`config.mk`:
```
export PLATFORM = sky130hd
export DESIGN_NAME = tetris_frame_composer
export DESIGN_NICKNAME = d
export VERILOG_FILES = /design/src/rtl/tetris_frame_composer.sv
export SDC_FILE = /design/constraint.sdc
export NUM_CORES = 2
export LEC_CHECK = 0
export ABC_AREA = 1
export ABC_CLOCK_PERIOD_IN_PS = 12500
export CAP_MARGIN = 10
export CORE_AREA = 5 5 562 564
export DETAILED_ROUTE_END_ITERATION = 10
export DIE_AREA = 0 0 567 569
export DONT_BUFFER_PORTS = 1
export PLACE_DENSITY_LB_ADDON = 0.05
export SYNTH_ARGS = -nofsm -noshare
export SYNTH_HDL_FRONTEND = slang
export SYNTH_SLANG_ARGS = --single-unit
```
`constraint.sdc`:
```
create_clock -name clk -period 12.5 [get_ports clk]
set_input_delay 0 -clock clk [delete_from_list [all_inputs] [get_ports clk]]
set_output_delay 0 -clock clk [all_outputs]
set_load 0.01 [all_outputs]
```
`src/rtl/tetris_frame_composer.sv`:
```
// tetris_frame_composer: builds the 40x30 block bitmap for the VGA renderer.
// Merges the locked playfield, the falling 4x4 piece and the U-shaped well
// border one screen row per cycle into a shadow buffer, then commits the
// whole frame in a single cycle so the renderer never sees a partial frame.
// Optional build macro TFC_OVERLAP_EN adds the registered `overlap` output
// (piece cell lands on a filled board cell).
module tetris_frame_composer #(
  parameter int ORG_X = 15,
  parameter int ORG_Y = 5
) (
  input  logic           clk,
  input  logic           clrn,
  input  logic           start,
  input  logic [0:199]   board,
  input  logic [15:0]    piece,
  input  logic [4:0]     piece_x,
  input  logic [5:0]     piece_y,
  output logic           busy,
  output logic           done,
  output logic [0:1199]  frame
`ifdef TFC_OVERLAP_EN
  ,
  output logic           overlap
`endif
);

  typedef enum logic [1:0] {IDLE, COMPOSE, COMMIT} state_t;

  localparam logic [4:0] Y0  = 5'(ORG_Y);
  localparam logic [4:0] Y20 = 5'(ORG_Y + 20);

  state_t        state;
  logic [4:0]    row;
  logic [0:1199] shadow;
  logic [0:199]  snap_board;
  logic [15:0]   snap_piece;
  logic [4:0]    snap_px;
  logic [5:0]    snap_py;

  logic [0:39]   row_bits;
  logic [10:0]   row_base;
  logic [4:0]    by;
  logic          in_r, in_rb, is_floor;

  // Row-wide decode shared by every column of the current screen row
  assign in_r     = (row >= Y0) && (row < Y20);
  assign in_rb    = (row >= Y0) && (row <= Y20);
  assign is_floor = (row == Y20);
  assign by       = row - Y0;
  assign row_base = 11'(row) * 11'd40;

`ifdef TFC_OVERLAP_EN
  logic [0:39] row_ovl;
  logic        ovl_acc;
`endif

  // One pixel per screen column; playfield columns are the only ones that
  // ever look at board/piece, so the rest reduce to constants or the border.
  for (genvar c = 0; c < 40; c++) begin : g_col
    if (c >= ORG_X && c < ORG_X + 10) begin : g_pf
      localparam logic [6:0] CX = 7'(c - ORG_X);
      logic [6:0] dx, dy;
      logic [7:0] bidx;
      logic       bb, pp;
      // 7-bit signed offsets so negative piece coordinates never wrap
      assign dx   = CX - {{2{snap_px[4]}}, snap_px};
      assign dy   = {2'b00, by} - {snap_py[5], snap_py};
      assign bidx = {3'b000, by} * 8'd10 + {1'b0, CX};
      assign bb   = in_r & snap_board[bidx];
      assign pp   = in_r & (dx[6:2] == 5'd0) & (dy[6:2] == 5'd0)
                  & snap_piece[{dy[1:0], dx[1:0]}];
      assign row_bits[c] = bb | pp | is_floor;
`ifdef TFC_OVERLAP_EN
      assign row_ovl[c] = bb & pp;
`endif
    end else if (c == ORG_X - 1 || c == ORG_X + 10) begin : g_wall
      assign row_bits[c] = in_rb;
`ifdef TFC_OVERLAP_EN
      assign row_ovl[c] = 1'b0;
`endif
    end else begin : g_blank
      assign row_bits[c] = 1'b0;
`ifdef TFC_OVERLAP_EN
      assign row_ovl[c] = 1'b0;
`endif
    end
  end

  // Control FSM: snapshot inputs, compose 30 rows, commit in one cycle
  always_ff @(posedge clk or negedge clrn) begin
    if (!clrn) begin
      state      <= IDLE;
      row        <= '0;
      shadow     <= '0;
      frame      <= '0;
      busy       <= 1'b0;
      done       <= 1'b0;
      snap_board <= '0;
      snap_piece <= '0;
      snap_px    <= '0;
      snap_py    <= '0;
`ifdef TFC_OVERLAP_EN
      ovl_acc    <= 1'b0;
      overlap    <= 1'b0;
`endif
    end else begin
      done <= 1'b0;
      case (state)
        IDLE: begin
          if (start) begin
            snap_board <= board;
            snap_piece <= piece;
            snap_px    <= piece_x;
            snap_py    <= piece_y;
            busy       <= 1'b1;
            row        <= '0;
            state      <= COMPOSE;
`ifdef TFC_OVERLAP_EN
            ovl_acc    <= 1'b0;
`endif
          end
        end
        COMPOSE: begin
          shadow[row_base +: 40] <= row_bits;
`ifdef TFC_OVERLAP_EN
          ovl_acc <= ovl_acc | (|row_ovl);
`endif
          if (row == 5'd29) state <= COMMIT;
          else              row   <= row + 5'd1;
        end
        COMMIT: begin
          frame <= shadow;
          done  <= 1'b1;
          busy  <= 1'b0;
          state <= IDLE;
`ifdef TFC_OVERLAP_EN
          overlap <= ovl_acc;
`endif
        end
        default: state <= IDLE;
      endcase
    end
  end

endmodule

```
==> results.py <==
metrics = {
    "status": {
        "status": "completed",
    },
    "yosys": {
        "synth_area_leaders": "dfrtp_1 (60%), nand2_1 (18%), nor2_1 (5.1%)",
        "synth-async-reset-ratio": 1.00,
        "synthCells": 13000,
        "seq_area_frac_synth": 0.601,
        "synth_area_sq_mm": 0.109,
        "ys_ff_latch": 2608,
        "yosys_warnings": 0,
        "synth_top_area_share": 0.601,
        "syn-mean-instance-area_sq_um": 8.38,
        "postSynth.topFlopCell": "dfrtp_1",
        "synth_cell_types": 55,
        "synth_top_cell_by_area": "dfrtp_1",
        "synth_edf_count": 0,
    },
    "cts": {
        "cts_inserted_buffers": 303,
        "cts_sinks": 2608,
        "clockBufferDepth": 4,
        "h-tree-depth": 5,
        "cts_tree": "yes",
        "clk_pin_slew_ns": 0.06,
        "clock_latency_ns": 0.93,
        "cts_resized": 0,
        "clock-root-buffer": "clkbuf_16",
    },
    "grt": {
        "grt_max_degree": 240,
        "grt.total_usage": 0.317,
        "first_global_vias": 91700,
        "antenna_found_initial": 28,
        "grt_overflow": 0,
        "grt_pass1_wl_um": 731000,
    },
    "timing": {
        "skew_ns": 0.0788,
        "maxSlewViolCount": 0,
        "rsz0062_at_grt": "false",
        "hold_viol": 0,
        "timing.hold.ws_ns": 0.233,
        "final.setup.tns_ns": 0,
        "max_freq_mhz": 115,
        "setup_violations": 0,
        "max_slew_margin": 0.0509,
        "layout_min_cycle_time_ns": 8.73,
        "tightest_slew_ns": 1.42,
        "post-route-period-util": 0.699,
    },
    "floorplan": {
        "chipWidth_um": 567,
        "die_area_sq_mm": 0.323,
        "initial_core_util": 0.350,
        "rows": 205,
        "core_area_sq_mm": 0.310,
        "fp.dieH_um": 569,
        "ios": 1432,
    },
    "placed_design": {
        "gp_congestion": 0.906,
        "dp_hpwl_um": 380000,
        "io_buffers": 0,
    },
    "worst_setup_path": {
        "r2r_cells": 21,
        "critPathKind": "flop to flop",
        "cp.depth": 21,
        "cp.arrival_ns": 9.55,
        "cp_max_fo": 55,
        "critical_path_required_ns": 13.32,
        "path_delay_family": "buffers and inverters",
        "slowest_delay_ns": 0.99,
        "cp_common_cell": "nand2_1",
        "end_kind": "flop",
        "crit_chain": "inv_2, ha_4, inv_2, buf_4, buf_4, ha_1, buf_16, inv_1, buf_16, a21oi_1, o21ai_0, nand2_1, nand3_1, nand3_1, nand2_1, nand2_1, nand2_2, nand3_1, nor2_2, nand2_1, a21oi_1",
        "cp_slowest_cell": "nor2_2",
        "start_kind": "flop",
        "crit_buf_inv": 7,
    },
    "finish": {
        "syn2layout_area_growth_pct": 18.9,
        "nNetsFinal": 13600,
        "mostFrequentLayoutCells": "nand2_1 (5,296), dfrtp_1 (2,606), nor2_1 (1,460)",
        "drive_above_1_share": 0.0572,
        "final_common_cell": "nand2_1",
    },
    "routing": {
        "drt_iter0_drc": 8608,
        "vias": 91900,
        "vias_per_cell": 5.20,
        "wirelength_um": 524000,
        "ant_nets": 0,
        "drc": 0,
        "firstDrtPassIters": 7,
        "wl_per_cell_um": 29.6,
    },
    "hold_path": {
        "hp-class": "primary input to asynchronous set/reset pin",
    },
    "run": {
        "max_cap_violations": 0,
    },
}
-- metal layers --
layer  part of all wire  GRT usage  wire [um]
met5            0.00057    0.00565        299
met4              0.049      0.130      25800
met3              0.099      0.120      51900
met2               0.46      0.509     241000
met1               0.39      0.383     205000
-- synth_stat cells, drive strengths merged, types with 7 or more instances --
library cell	number
ha	34
o21ai	274
nor4	10
nand4	143
buf	221
nor3	33
o22ai	38
nor2	1504
xor2	12
nand2	5314
a21oi	1050
dfrtp	2608
a22o	7
o211ai	10
mux2i	33
clkbuf	521
nand3	740
inv	349
-- worst reg2reg max path, stage by stage (launching register included) --
cell and delay, ns:
dfrtp_2 0.82, inv_2 0.49, ha_4 0.57, inv_2 0.14, buf_4 0.47, buf_4 0.69
ha_1 0.81, buf_16 0.34, inv_1 0.44, buf_16 0.23, a21oi_1 0.07, o21ai_0 0.78
nand2_1 0.10, nand3_1 0.12, nand3_1 0.10, nand2_1 0.16, nand2_1 0.12, nand2_2 0.18
nand3_1 0.51, nor2_2 1.00, nand2_1 0.33, a21oi_1 0.22
-- state kept, by name, summed over array words and instances, names as in the netlist --
signal      cells
busy            1
row             5
snap_board    200
snap_piece     16
snap_py         6
snap_px         5
done            1
frame        1186
shadow       1186
state           2
-- timing repair --
action	CTS	global route
hold buffers	604	0
hold endpoints to repair	663	0
setup buffers	0	0
-- layout make-up --
| cell class | instances | area [sq um] |
|---|---|---|
| Fill cell | 31400 | 181000 |
| Sequential cell | 2608 | 65300 |
| Multi-Input combinational cell | 9260 | 39300 |
| Clock buffer | 437 | 8880 |
| Timing Repair Buffer | 775 | 7850 |
| Tap cell | 4140 | 5180 |
| Inverter | 354 | 1370 |
| Clock inverter | 89 | 1170 |
| Antenna cell | 13 | 32.5 |
-- cell families after synthesis --
group,after synthesis,share of synthesized area
AOI/OAI and AO/OA,1403,0.0666
other,1,0.0000346
adders and majority gates,37,0.00447
and+or+nand+nor,7755,0.282
xor gates and xnor gates,18,0.00152
buffers and inverters,1096,0.0408
DFF,2608,0.601
muxes,33,0.00304
-- stage by stage --
step	utilization	setup slack, ns	area (sq um)	cells
floorplan	-	7.34	109000	13000
global placement	0.363	3.04	113000	16500
detailed placement	0.363	3.88	113000	16500
CTS	0.415	3.89	129000	17700
global route	0.416	3.59	129000	17700
finish	0.416	3.77	129000	17700
-- path summary, 6_finish.rpt --
kind / startpoint / end / slack, ns
max: row[1] / shadow[1123] / 3.77
min: clrn / shadow[805] / 0.23
max reg2reg: row[1] / shadow[1123] / 3.77
min reg2reg: shadow[66] / frame[66] / 0.46
max in group asynchronous: clrn / shadow[1120] / 6.17
min in group clk: board[50] / snap_board[50] / 0.34
Power is not shown: default switching activity piles up to over one toggle a cycle in this logic, so the estimate is an artifact.
